===== src/rtl/mvb_arb_pkg.sv =====
// Shared definitions for the MVB round-robin arbiter.
//   STAT_WIDTH : width of each per-port forwarded-word counter
//   rr_next()  : round-robin search over a request vector, starting at ptr
// Requests are passed zero-padded to MAX_PORTS bits. The search runs modulo
// MAX_PORTS, so for a narrower arbiter the padded (always-zero) positions are
// simply skipped. That gives the same order as wrapping at the real port count,
// provided ptr is a valid port index.
package mvb_arb_pkg;

  localparam int STAT_WIDTH = 32;
  localparam int MAX_PORTS  = 16;
  localparam int MAX_PW     = 4;

  typedef struct packed {
    logic              vld;
    logic [MAX_PW-1:0] idx;
  } rr_gnt_t;

  function automatic rr_gnt_t rr_next(input logic [MAX_PORTS-1:0] req,
                                      input logic [MAX_PW-1:0]    ptr);
    rr_gnt_t           g;
    logic [MAX_PW-1:0] k;
    g = '0;
    // Walk from the farthest offset down to the nearest one, so the last hit
    // is the first requester at or above ptr.
    for (int i = MAX_PORTS - 1; i >= 0; i--) begin
      k = ptr + MAX_PW'(i);
      if (req[k]) begin
        g.vld = 1'b1;
        g.idx = k;
      end
    end
    return g;
  endfunction

endpackage


===== src/rtl/mvb_rr_select.sv =====
// Combinational round-robin selector.
//   i_req    : per-port request (SRC_RDY)
//   i_ptr    : current priority pointer (the first port examined)
//   o_vld    : at least one port is requesting
//   o_idx    : index of the selected port
//   o_onehot : one-hot form of o_idx, or all zeros when o_vld=0
module mvb_rr_select
  import mvb_arb_pkg::*;
#(
  parameter int RX_PORTS = 4,
  parameter int PW       = $clog2(RX_PORTS)
) (
  input  logic [RX_PORTS-1:0] i_req,
  input  logic [PW-1:0]       i_ptr,
  output logic                o_vld,
  output logic [PW-1:0]       o_idx,
  output logic [RX_PORTS-1:0] o_onehot
);

  rr_gnt_t w_gnt;
  logic    w_unused_idx;

  assign w_gnt    = rr_next(MAX_PORTS'(i_req), MAX_PW'(i_ptr));
  assign o_vld    = w_gnt.vld;
  assign o_idx    = w_gnt.idx[PW-1:0];
  assign o_onehot = o_vld ? (RX_PORTS'(1) << o_idx) : '0;

  // The upper index bits are always zero for narrow arbiters.
  assign w_unused_idx = ^w_gnt.idx;

endmodule


===== src/rtl/mvb_rr_arbiter.sv =====
// Round-robin merge of RX_PORTS MVB streams into a single MVB stream.
// The arbiter grants one whole word per cycle and registers it once,
// giving a latency of 1 at full throughput.
//   CLK, RESET    : clock; synchronous active-high reset
//   RX_DATA/RX_VLD: per-port words and item valid bits; port p is slice p
//   RX_SRC_RDY    : per-port "word offered"
//   RX_DST_RDY    : per-port "word accepted" (one-hot or all zeros)
//   TX_DATA/TX_VLD: merged word and item valid bits
//   TX_SRC_RDY    : output register holds a word
//   TX_DST_RDY    : downstream accepts the word
//   TX_PORT       : source port of the current TX word
// Optional macro MVB_RR_ARBITER_STATS_EN adds:
//   STAT_CLR      : clears all counters; wins over a same-cycle increment
//   STAT_GRANTS   : per-port 32-bit saturating counts of forwarded words
module mvb_rr_arbiter
  import mvb_arb_pkg::*;
#(
  parameter int RX_PORTS   = 4,   // 2..16
  parameter int ITEMS      = 4,
  parameter int ITEM_WIDTH = 8
) (
  input  logic                                 CLK,
  input  logic                                 RESET,
  input  logic [RX_PORTS*ITEMS*ITEM_WIDTH-1:0] RX_DATA,
  input  logic [RX_PORTS*ITEMS-1:0]            RX_VLD,
  input  logic [RX_PORTS-1:0]                  RX_SRC_RDY,
  output logic [RX_PORTS-1:0]                  RX_DST_RDY,
  output logic [ITEMS*ITEM_WIDTH-1:0]          TX_DATA,
  output logic [ITEMS-1:0]                     TX_VLD,
  output logic                                 TX_SRC_RDY,
  input  logic                                 TX_DST_RDY,
  output logic [$clog2(RX_PORTS)-1:0]          TX_PORT
`ifdef MVB_RR_ARBITER_STATS_EN
  ,
  input  logic                                 STAT_CLR,
  output logic [RX_PORTS*STAT_WIDTH-1:0]       STAT_GRANTS
`endif
);

  localparam int PW = $clog2(RX_PORTS);
  localparam int WW = ITEMS * ITEM_WIDTH;

  logic [RX_PORTS-1:0][WW-1:0]    w_rx_data;
  logic [RX_PORTS-1:0][ITEMS-1:0] w_rx_vld;

  logic                w_can_accept;
  logic                w_sel_vld;
  logic [PW-1:0]       w_gnt_idx;
  logic [RX_PORTS-1:0] w_gnt_oh;
  logic                w_grant;
  logic                w_fwd;
  logic [PW-1:0]       w_ptr_nxt;

  logic [PW-1:0]       r_ptr;
  logic                r_tx_src_rdy;
  logic [WW-1:0]       r_tx_data;
  logic [ITEMS-1:0]    r_tx_vld;
  logic [PW-1:0]       r_tx_port;

  assign w_rx_data = RX_DATA;
  assign w_rx_vld  = RX_VLD;

  mvb_rr_select #(
    .RX_PORTS (RX_PORTS),
    .PW       (PW)
  ) u_select (
    .i_req    (RX_SRC_RDY),
    .i_ptr    (r_ptr),
    .o_vld    (w_sel_vld),
    .o_idx    (w_gnt_idx),
    .o_onehot (w_gnt_oh)
  );

  // The register is free when it is empty, or when its word leaves this cycle.
  assign w_can_accept = ~r_tx_src_rdy | TX_DST_RDY;
  assign w_grant      = w_can_accept & w_sel_vld & ~RESET;
  // A word with no valid items is consumed but never reaches the output.
  assign w_fwd        = w_grant & (|w_rx_vld[w_gnt_idx]);
  assign RX_DST_RDY   = w_grant ? w_gnt_oh : '0;
  assign w_ptr_nxt    = (w_gnt_idx == PW'(RX_PORTS - 1)) ? '0 : w_gnt_idx + PW'(1);

  always_ff @(posedge CLK) begin
    if (RESET) begin
      r_ptr        <= '0;
      r_tx_src_rdy <= 1'b0;
      r_tx_vld     <= '0;
      r_tx_port    <= '0;
    end else begin
      if (w_grant)      r_ptr        <= w_ptr_nxt;
      if (w_can_accept) r_tx_src_rdy <= w_fwd;
      if (w_fwd) begin
        r_tx_vld  <= w_rx_vld[w_gnt_idx];
        r_tx_port <= w_gnt_idx;
      end
    end
  end

  // Data is qualified by TX_SRC_RDY and needs no reset.
  always_ff @(posedge CLK) begin
    if (w_fwd) r_tx_data <= w_rx_data[w_gnt_idx];
  end

  assign TX_SRC_RDY = r_tx_src_rdy;
  assign TX_DATA    = r_tx_data;
  assign TX_VLD     = r_tx_vld;
  assign TX_PORT    = r_tx_port;

`ifdef MVB_RR_ARBITER_STATS_EN
  logic [RX_PORTS-1:0][STAT_WIDTH-1:0] r_stat;

  always_ff @(posedge CLK) begin
    for (int p = 0; p < RX_PORTS; p++) begin
      if (RESET || STAT_CLR)
        r_stat[p] <= '0;
      else if (w_fwd && (w_gnt_idx == PW'(p)) && ~&r_stat[p])
        r_stat[p] <= r_stat[p] + 1'b1;
    end
  end

  assign STAT_GRANTS = r_stat;
`endif

endmodule

===== config.mk =====
export PLATFORM = sky130hd
export DESIGN_NAME = mvb_rr_arbiter
export DESIGN_NICKNAME = d
export VERILOG_FILES = /design/src/rtl/mvb_arb_pkg.sv /design/src/rtl/mvb_rr_select.sv /design/src/rtl/mvb_rr_arbiter.sv
export SDC_FILE = /design/constraint.sdc
export NUM_CORES = 1
export LEC_CHECK = 0
export BUFFER_PORTS_ARGS = -buffer_cell sky130_fd_sc_hd__buf_2
export CAP_MARGIN = 20
export CORE_ASPECT_RATIO = 1.75
export CORE_MARGIN = 3
export CORE_UTILIZATION = 44
export DETAILED_ROUTE_END_ITERATION = 10
export GPL_ROUTABILITY_DRIVEN = 1
export PLACE_DENSITY = 0.87
export SYNTH_ARGS = -nofsm -noshare
export SYNTH_HDL_FRONTEND = slang
export SYNTH_HIERARCHICAL = 1
export SYNTH_SLANG_ARGS = --single-unit

===== constraint.sdc =====
create_clock -name CLK -period 8.5 [get_ports CLK]
set_input_delay 0 -clock CLK [delete_from_list [all_inputs] [get_ports CLK]]
set_output_delay 0 -clock CLK [all_outputs]
set_load 0.02 [all_outputs]

# After elaboration in Yosys (flattened, before gate mapping)
# Cells that the tools add are included.
# totals
regBits	41
output_inout_bits	43
word_cells	102
# op_classes
n_lt_le_gt_ge	17
n_mux	55
addsub	16
n_bitwise	6
shift	1
eq_ne	1
reduce_logical	1
# ops
op	n
$mux 5	16
$lt 4x5->1 const B	15
$bmux 32 s2	1
$bmux 1 s4	15
$mux 32	1
$add 2x3->4 const B	4
$add 2x4->4 const B	4
$mux 1	16
$mux 4	3
$add 3x3->4 const B	2
$bmux 4 s2	1
$add 2x2->3 const B	2
$lt 2x5->1 const B	1
$add 3x1->4 const B	1
$add 3x2->4 const B	1
$reduce_or 4->1	1
$shl 1x2->4 const A	1
$add 2x1->3 const B	1
$and 1x1->1	3
$lt 2x3->1 const B	1
$add 2x1->2 const B	1
$bmux 1 s2	1
$eq 2x2->1 const B	1
$mux 2	1
2 further kinds	3

# Logic depth before layout (Yosys ltp)
# Gate-level depths: netlist of run 1.
# logic_depth
word_depth	23
mapped_depth	13

# Modules after synthesis
# Netlist of run 1, hierarchy kept.
# by_module_without_submodules
mod	area_each_um2	instances	seq_area_each_um2	cells_per_inst
mvb_rr_arbiter	2217.1	1	1141.1	115
mvb_rr_select	354.1	1	0.0	49

# Least setup slack after synthesis of run 1
# OpenSTA, ideal clock, no wires.
# synth_timing
kind	reg-to-reg
startpoint	register r_ptr[0]
endpoint	register r_tx_data[0], in the netlist TX_DATA[0] (enable)
t_arrival_ns	3.718
path_buffers	3
slack_ns	4.381
path_stages_with_launch	14
synth_period_minus_slack_ns	4.119
cell_sequence	dfxtp_1 -> buf_2 -> inv_1 -> ha_1 -> buf_2 -> mux2i_1 -> a2111oi_0 -> a211oi_1 -> o221a_2 -> buf_6 -> mux4_2 -> or3_4 -> o21ai_4 -> inv_1
# synth_via
elab_chain_len	23
word_cells_on_any_way	69
classes_between	add/sub: 15; mux: 50; bitwise: 3; reduce/logical: 1
# synth_lines
element	line_no	source
start, declared	mvb_rr_arbiter.sv:54	logic [PW-1:0] r_ptr;
start signal, assigned	mvb_rr_arbiter.sv:89	if (w_grant) r_ptr <= w_ptr_nxt;
$add 3x1->4	mvb_arb_pkg.sv:27	k = ptr + MAX_PW'(i);
$bmux 1 s4	mvb_arb_pkg.sv:28	if (req[k]) begin
$mux 1 (implied by the code)	mvb_arb_pkg.sv:28	
$mux 5 (15 in series)	mvb_arb_pkg.sv:28	
$mux 5 (*)	mvb_arb_pkg.sv:28	
via w_gnt_idx[0]	mvb_rr_arbiter.sv:48	logic [PW-1:0] w_gnt_idx;
$bmux 4 s2 (*)	mvb_rr_arbiter.sv:78	assign w_fwd = w_grant & (|w_rx_vld[w_gnt_idx]);
$mux 4 (implied by the code) (*)	mvb_rr_arbiter.sv:78	
$reduce_or 4->1 (*)	mvb_rr_arbiter.sv:78	
$and 1x1->1 (*)	mvb_rr_arbiter.sv:78	
via w_fwd	mvb_rr_arbiter.sv:51	logic w_fwd;
end signal, assigned	mvb_rr_arbiter.sv:100	if (w_fwd) r_tx_data <= w_rx_data[w_gnt_idx];
end, declared	mvb_rr_arbiter.sv:56	logic [WW-1:0] r_tx_data;
# Mark *: on every way through the listed nets, which the timed path passes. The rest lies on a longest branch. The select of a mux whose other input is x is not followed.
# A chain may end at the register's enable or synchronous reset.

# Worst setup path after layout of run 1
# layout_timing
startpoint	register r_ptr[0]
endpoint	register r_tx_data[21], in the netlist TX_DATA[21] (enable)
# Same word-level chain as after synthesis.

==> metrics.cfg, run 1 <==
[sta]
rsz0062_at_grt = false
slew_viol_final = 0
slew_headroom = 0.355
tns_ps = 0
period_share = 0.586
worst_slack_ps = 3520
tightest_slew_ps = 967
setup_viol = 0
fmax_ghz = 0.201
finalCriticalPeriod_ps = 4980
finClkSkew_ps = 4.93
hold_viol_final = 0

[clock_tree]
clk_latency_ps = 280
clk_path_buf_depth = 2
post-cts-setup-buffers = 0
clock-sinks = 41
holdBufCountCts = 1
htreeDepth = 2
clk_pin_slew_ps = 70
clockRootBuffer = clkbuf_8
cts_inserted_buffers = 5
cts-resized-gates = 0
cts_tree = yes

[floorplanning]
num_rows = 36
die_w_um = 63.8
die_area_um2 = 6830
boundaryPins = 194
core_um2 = 5630
die_h_um = 107
start_util = 0.457

[global_routing]
grt-ovfl-total = 0
grt_pass1_vias = 2376
grt-busiest-layer = met2
antenna_found_initial = 0
track_usage = 0.214
gr-usage-met1 = 0.233
grt_max_degree = 44
grt_util_met3 = 0.0398
grt_pass1_wl_um = 11200
grt_use_met2 = 0.388

[cells_and_area]
final_nets = 510
final_cell_mix = buf_2 (193), mux4_2 (35), edfxtp_1 (32), dfxtp_1 (9), nand2_1 (7)
syn_to_final_growth_pct = 45.5
n_antenna_cell = 0
layout.cells.non_filler = 433
drive_above_1_share = 0.692
final_common_cell = buf_2
fillers = 416

[yosys]
yosysUniqueCellTypes = 40
syn_inst = 164
synthFlopType = edfxtp_1
synthArstFlopShare = 0
ys_seq_elements = 41
yosys_warnings = 6
synth-edff-count = 32
synth-seq-area-share = 0.444
syn_nets = 318
syn_area_um2 = 2570
avgSynthCellArea_um2 = 15.7

[detailed_routing]
firstDrtPassIters = 6
ant_nets = 0
drt_wl_total_um = 7620
dr_total_vias = 2353
viasPerCell = 5.43
drt-initial-drc-count = 151
drc = 0
routedWlPerCell_um = 17.6

[placed_design]
placed_cells = 423
io_buffers = 193
dp_slack_ps = 3290
place_hpwl_um = 6250
gp_congestion = 0.869

[critical_path]
crit_top_cell = inv_1
crit_path_top_delay_cell = mux4_1
worst-path-buf-inv = 4
cp_max_fo = 43
critPathMaxStageDelay_ps = 700
crit_family = buffers and inverters
crit_path_end_kind = flop
required_ps = 8530
critical_path_arrival_ps = 5020
path_cells = inv_1, ha_1, mux2i_1, a2111oi_0, a211oi_1, o221a_2, buf_4, mux4_1, or3_4, o21ai_4, inv_1, buf_16
critPathLaunchType = flop
critPathKind = reg2reg

[job]
cap_violations = 0

[outcome]
status = completed

[pwr]
ir_drop_v = 0.000231
power_per_cell_area_nw_per_um2 = 382
total_power_mw = 1.43
leakage_nw = 1.67

[worst_hold_path]
hp-class = in2reg

## power by group
part | leakage, nW | internal [mW] | switching [mW]
logic | 1.23 | 0.422 | 0.451
clock network | 0.0585 | 0.0957 | 0.0601
registers | 0.380 | 0.355 | 0.0455
total | 1.67 | 0.873 | 0.557
## cells in the mapped netlist (3+ instances only)
cell	instances	area share
a21oi_1	5	0.0097
a32o_1	4	0.016
and2_1	6	0.015
buf_2	4	0.0078
clkbuf_1	5	0.0073
dfxtp_1	9	0.070
edfxtp_1	32	0.37
ha_1	3	0.015
inv_1	6	0.0088
mux2_4	3	0.018
mux2i_1	5	0.019
mux4_2	35	0.31
nand2_1	7	0.010
nand2b_1	5	0.012
nor2b_1	4	0.0097
## final timing paths
| kind | start | end | slack, ps | depth (start not counted) |
|---|---|---|---|---|
| hold reg to reg | TX_VLD[0] | TX_VLD[0] | 560 | 1 |
| setup / recovery | r_ptr[0] | TX_DATA[21] | 3520 | 12 |
| hold / removal | RX_DATA[108] | TX_DATA[12] | 110 | 2 |
| setup reg to reg | r_ptr[0] | TX_DATA[21] | 3520 | 12 |
## cell type report
| class | count | area, um2 | area share |
|---|---|---|---|
| clock inverters | 1 | 30.0 | 0.00803 |
| well taps | 76 | 95.1 | 0.0254 |
| flip-flops and latches | 41 | 1140 | 0.305 |
| multi-input cells | 106 | 1350 | 0.362 |
| clock buffers | 7 | 86.3 | 0.0231 |
| inverters | 6 | 22.5 | 0.00602 |
| repair buffers | 196 | 1010 | 0.270 |
## layer usage
layer  wire length [um]  vias to the layer above
met3                552                       20
met2               4270                      152
met1               2540                     1109
li1                   -                     1072
met4                259                        0
met5                  0                        -
## cells by family (layout without fill, tap and decap cells)
| family | after synthesis | count (layout) | share of synthesized area |
|---|---|---|---|
| muxes | 46 | 46 | 0.363 |
| DFF | 41 | 41 | 0.444 |
| and+or+nand+nor | 33 | 33 | 0.0749 |
| AOI/OAI and AO/OA | 24 | 24 | 0.0745 |
| buffers and inverters | 17 | 210 | 0.0297 |
| adders and majority gates | 3 | 3 | 0.0146 |
## registers in the layout, summed over array words and instances, names as in the netlist
| signal | count |
|---|---|
| TX_DATA | 32 |
| r_ptr | 2 |
| TX_PORT | 2 |
| TX_SRC_RDY | 1 |
| TX_VLD | 4 |
## per-stage QoR
step                utilization  hold slack, ps  area (um2)
floorplan                     -            69.1        2570
global placement          0.637             261        3590
detailed placement        0.637             261        3590
CTS                       0.659            95.2        3710
global route              0.664            98.7        3740
finish                    0.664             107        3740
Note: power is estimated with default switching activity, not from simulation.
==> run 2: changes to the inputs <==
- ABC_AREA: unset -> 1
- CORE_UTILIZATION: 44 -> 37
- PLACE_DENSITY: 0.87 -> 0.77
- clock period: 8.5 -> 4.2 ns (I/O delays scaled with it)
==> metrics.cfg, run 2 <==
[outcome]
status = completed

[detailed_routing]
met2_length_um = 5040  ; +18%
drt_wl_total_um = 9140  ; +20%
drc = 0  ; unchanged
viasPerCell = 5.12  ; -5.7%
wl_met1_um = 3050  ; +20%
dr_total_vias = 3264  ; +39%
ant_nets = 0  ; unchanged
firstDrtPassIters = 5  ; -1
drt-initial-drc-count = 197  ; +30%
dr_wl_met3_um = 724  ; +31%
topRoutingLayerUsed = met4
routedWlPerCell_um = 14.3  ; -18%

[cells_and_area]
final_nets = 706  ; +38%
final_cell_mix = buf_2 (193), nor2_1 (79), o21ai_0 (69), nand2_1 (58)
multiInputGateArea_um2 = 1300  ; -3.8%
largest_register_ffs = 32  ; unchanged
syn_to_final_growth_pct = 45.4  ; about the same
final_area_um2 = 3850  ; +3.0%
post-route-util = 0.558  ; -0.106
drive_above_1_share = 0.394  ; -0.298
n_antenna_cell = 0  ; unchanged
seq_area_um2 = 1140  ; unchanged
layout.cells.non_filler = 637  ; +47%
final_common_cell = buf_2
fillers = 665  ; +60%

[job]
cap_violations = 0  ; unchanged

[global_routing]
antenna_found_initial = 0  ; unchanged
grt_pass1_wl_um = 14400  ; +28%
grt_max_degree = 38  ; -14%
grt_pass1_vias = 3174  ; +34%
grt-ovfl-total = 0  ; unchanged
track_usage = 0.216  ; +0.00263

[critical_path]
cp_max_fo = 37  ; -14%
crit_top_cell = inv_1
crit_path_end_kind = flop
worst-path-buf-inv = 7  ; +3
crit_path_top_delay_cell = dfxtp_1
required_ps = 4230  ; -4300 ps
r2r_start = r_ptr[0]
path_cells = inv_2, ha_1, inv_1, nand3_1, nand3_1, inv_1, a21oi_1, a21oi_1, nand2_2, nand2_2, inv_1, inv_2, nand3_1, nand2_1, nand2_1, o21ai_2, inv_1, buf_16
critPathLaunchType = flop
critPathMaxStageDelay_ps = 480  ; -220 ps
crit_family = buffers and inverters
critical_path_arrival_ps = 3460  ; -1560 ps
critPathKind = reg2reg
cp-startpoint = r_ptr[0]

[floorplanning]
die_w_um = 70.0  ; +9.7%
core_um2 = 6910  ; +23%
num_rows = 40  ; +11%
boundaryPins = 194  ; unchanged
die_h_um = 118  ; +10%
start_util = 0.384  ; -0.0728
die_area_um2 = 8260  ; +21%

[clock_tree]
clockRootBuffer = clkbuf_16
cts_tree = yes
clk_pin_slew_ps = 60  ; about the same
cts_inserted_buffers = 5  ; unchanged
cts-resized-gates = 0  ; unchanged
htreeDepth = 2  ; unchanged
clk_latency_ps = 280  ; about the same
clk_path_buf_depth = 2  ; unchanged
clock-sinks = 41  ; unchanged

[placed_design]
io_buffers = 193  ; unchanged
gp_congestion = 0.970  ; +12%
dp_slack_ps = 804  ; -2480 ps
place_hpwl_um = 7360  ; +18%
postPlaceCellArea_um2 = 3680  ; +2.7%
placed_cells = 628  ; +48%

[sta]
slew_headroom = 0.632  ; +0.277
worst_slack_ps = 772  ; -2740 ps
finalCriticalPeriod_ps = 3430  ; -1560 ps
holdWs_ps = 42.9  ; -63.8 ps
tightest_slew_ps = 552  ; -416 ps
setup_viol = 0  ; unchanged
fmax_ghz = 0.292  ; +45%
slew_viol_final = 0  ; unchanged
finClkSkew_ps = 2.83  ; -2.10 ps
period_share = 0.816  ; +0.230
tns_ps = 0  ; unchanged
rsz0062_at_grt = false
hold_viol_final = 0  ; unchanged

[worst_hold_path]
worstHoldStart = TX_DST_RDY
hp-class = in2reg

[yosys]
synth-edff-count = 32  ; unchanged
synthFlopType = edfxtp_1
synth_top_cell_area_share = 0.362  ; -0.0113
syn_area_um2 = 2650  ; +3.1%
synth-seq-area-share = 0.430  ; -0.0134
syn_nets = 521  ; +64%
yosys_warnings = 6  ; unchanged
yosysUniqueCellTypes = 20  ; -50%
synth_area_leaders = edfxtp_1 (36%), o21ai_0 (13%), nor2_1 (11%)
ys_seq_elements = 41  ; unchanged
syn_inst = 367  ; +120%
yosysTopAreaCell = edfxtp_1
avgSynthCellArea_um2 = 7.22  ; -54%
synthArstFlopShare = 0  ; unchanged
yosysMostFrequentCell = nor2_1
netlist_top_cells_count = nor2_1 (79), o21ai_0 (69), nand2_1 (58), edfxtp_1 (32), o22ai_1 (32)

[pwr]
ir_drop_v = 0.000514  ; +120%
total_power_mw = 4.00  ; +180%
power_per_cell_area_nw_per_um2 = 1040  ; +170%
leakage_nw = 1.92  ; +15%

-- run 2: worst paths after layout --
path | endpoint | slack, ps | depth (start not counted)
max reg2reg | TX_DATA[18] | 770 | 18
max | TX_DATA[18] | 770 | 18
min | TX_SRC_RDY | 40 | 4
min reg2reg | TX_PORT[1] | 480 | 2
-- run 2: per-layer routing --
layer,global-route usage,vias up
met5,0,-
met2,0.399,167
met1,0.222,1445
li1,-,1627
met3,0.0530,25
met4,0.106,0
-- run 2: cells by family after synthesis --
family,share of synthesized area
simple gates,0.254
buf+inv,0.0783
fa+ha+maj,0.0142
compound gates,0.223
flops,0.430
-- run 2: repair_timing --
action | 4_1_cts | 5_1_grt
hold endpoints to repair | 2 | 0
buffers inserted | 0 | 0
hold buffers | 1 | 0
-- run 2: power breakdown --
group / switching, mW / internal [mW] / leakage, nW
clock network: 0.143 / 0.278 / 0.0785
logic: 1.82 / 0.864 / 1.46
registers: 0.0715 / 0.821 / 0.380
-- run 2: final cells by class --
class	count	share of cell area
multi-input cells	278	0.338
inverters	25	0.0244
clock inverters	2	0.00877
well taps	84	0.0273
clock buffers	6	0.0334
repair buffers	201	0.272
flip-flops and latches	41	0.296
-- run 2: worst min-delay path: stages --
cell and delay [ps]:
buf_2 70, inv_1 30, nand2_1 70, o21ai_0 90
==> run 3: changes to the inputs <==
- clock period: 4.2 -> 2.87 ns (I/O delays scaled with it)
==> metrics.cfg, run 3 (synthesis gave the netlist of run 2 again) <==
[detailed_routing]
routedWlPerCell_um = 14.7  ; +2.5%
ant_nets = 0  ; unchanged
drc = 0  ; unchanged
drt-initial-drc-count = 176  ; -11%
viasPerCell = 5.16  ; +0.61%
dr_total_vias = 3315  ; +1.6%
firstDrtPassIters = 5  ; unchanged
drt_wl_total_um = 9450  ; +3.5%

[sta]
setup_viol = 0  ; unchanged
fmax_ghz = 0.377  ; +29%
slew_viol_final = 0  ; unchanged
slew_headroom = 0.702  ; +0.0700
tightest_slew_ps = 448  ; -104 ps
tns_ps = 0  ; unchanged
finClkSkew_ps = 6.75  ; +3.92 ps
period_share = 0.924  ; +0.108
finalCriticalPeriod_ps = 2650  ; -775 ps
hold_viol_final = 0  ; unchanged

[critical_path]
critPathKind = reg2reg
critical_path_arrival_ps = 2690  ; -770 ps
reg2reg_depth = 20  ; +2
cp.depth = 20  ; +2
path_cells = inv_4, ha_4, inv_4, nand3_2, nand2_1, nor2_1, nand2_1, nand2_1, nand2_1, nand2_1, nand2_1, nand2_2, nand2_2, inv_6, nand3_1, nand2_1, nand2_1, o21ai_2, clkinvlp_4, buf_8
crit_family = simple AND/OR/NAND/NOR gates
required_ps = 2900  ; -1330 ps
critPathLaunchType = flop
worst-path-buf-inv = 5  ; -2
crit_path_end_kind = flop
crit_top_cell = nand2_1
critPathMaxStageDelay_ps = 400  ; -80 ps
cp_max_fo = 23  ; -38%
crit_path_top_delay_cell = dfxtp_4

[clock_tree]
clk_path_buf_depth = 2  ; unchanged
clockRootBuffer = clkbuf_16
clk_pin_slew_ps = 60  ; about the same
cts_tree = yes
clock-sinks = 41  ; unchanged
htreeDepth = 2  ; unchanged
cts_inserted_buffers = 5  ; unchanged
clk_latency_ps = 280  ; about the same

[cells_and_area]
n_antenna_cell = 0  ; unchanged
final_common_cell = buf_2
final_cell_mix = buf_2 (193), nor2_1 (79), o21ai_0 (69), nand2_1 (58)
syn_to_final_growth_pct = 48.2
largest_register_ffs = 32  ; unchanged
fillers = 657  ; -1.2%
drive_above_1_share = 0.424  ; +0.0298
final_nets = 712  ; +0.85%
post-route-util = 0.569  ; +0.0109

[floorplanning]
die_w_um = 70.0  ; unchanged
boundaryPins = 194  ; unchanged
die_area_um2 = 8260  ; unchanged
num_rows = 40  ; unchanged
die_h_um = 118  ; unchanged
start_util = 0.384  ; unchanged
core_um2 = 6910  ; unchanged

[job]
cap_violations = 0  ; unchanged

[outcome]
status = completed

[global_routing]
track_usage = 0.219  ; +0.00214
antenna_found_initial = 0  ; unchanged
grt_max_degree = 53  ; +39%
grt-ovfl-total = 0  ; unchanged
grt_pass1_wl_um = 14500  ; +0.63%
grt_pass1_vias = 3208  ; +1.1%

[pwr]
ir_drop_v = 0.000803  ; +56%
power_per_cell_area_nw_per_um2 = 1530  ; +47%
leakage_nw = 1.94  ; +1.1%
total_power_mw = 6.00  ; +50%

[placed_design]
place_hpwl_um = 7650  ; +3.9%
gp_congestion = 0.946  ; -2.5%
io_buffers = 193  ; unchanged

[worst_hold_path]
hold_depth = 4  ; unchanged
hp-class = in2reg

-- run 3: changes by cell type in the layout (fill, tap and decap cells not counted), moves of 3 or more --
cell / previous run / this run
nand3_2: 0 / 4
inv_1: 21 / 17
nand3_1: 23 / 19
inv_4: 0 / 3
buf_4: 6 / 12
-- run 3: metrics by stage --
stage / instances / instance area (um2) / setup slack [ps] / hold slack [ps]
4_1_cts: 640 / 3890 / 49.9 / 41.4
3_3_place_gp: 631 / 3730 / 149 / 226
5_1_grt: 643 / 3930 / -1.62 / 51.6
2_1_floorplan: 367 / 2700 / -33.1 / 61.7
3_5_place_dp: 631 / 3730 / 58.2 / 227
6_report: 643 / 3930 / 217 / 32.7
-- run 3: power by group --
group	leakage (nW)	total, mW	switching (mW)	internal (mW)
sequential	0.381	1.30	0.0924	1.20
clock	0.0702	0.556	0.233	0.323
combinational	1.49	4.15	2.75	1.40
-- run 3: final cells by class --
class | instances | area [um2] | area share
multi-input cells | 278 | 1340 | 0.341
inverters | 25 | 110 | 0.0280
repair buffers | 207 | 1080 | 0.275
flip-flops and latches | 41 | 1150 | 0.292
clock buffers | 5 | 125 | 0.0318
clock inverters | 3 | 21.3 | 0.00541
well taps | 84 | 105 | 0.0268
-- run 3: worst min-delay path: cells and delay by family --
family                 cells  cell delay [ps]
AOI/OAI and AO/OA          1               80
and+or+nand+nor            1               80
buffers and inverters      2              100
-- run 3: path summary, 6_finish.rpt --
kind / start / endpoint / slack, ps
worst min register to register: TX_VLD[3] / TX_VLD[3] / 500
worst min-delay path: TX_DST_RDY / TX_SRC_RDY / 30
worst max-delay path: r_ptr[0] / TX_DATA[9] / 220
worst max register to register: r_ptr[0] / TX_DATA[9] / 220
-- run 3: per-layer routing --
metal	routed length (um)	part of all wire	GRT usage
met1	3160	0.33	0.220
met2	5280	0.56	0.411
met3	741	0.078	0.0530
met4	276	0.029	0.0983
met5	0	0	0
-- run 3: what timing repair did --
| action | in CTS | in global routing |
|---|---|---|
| hold endpoints to repair | 2 | 0 |
| endpoints found under the setup margin | 0 | 39 |
| hold buffers | 1 | 0 |
| buffers inserted | 0 | 3 |
| resized for setup | 0 | 5 |
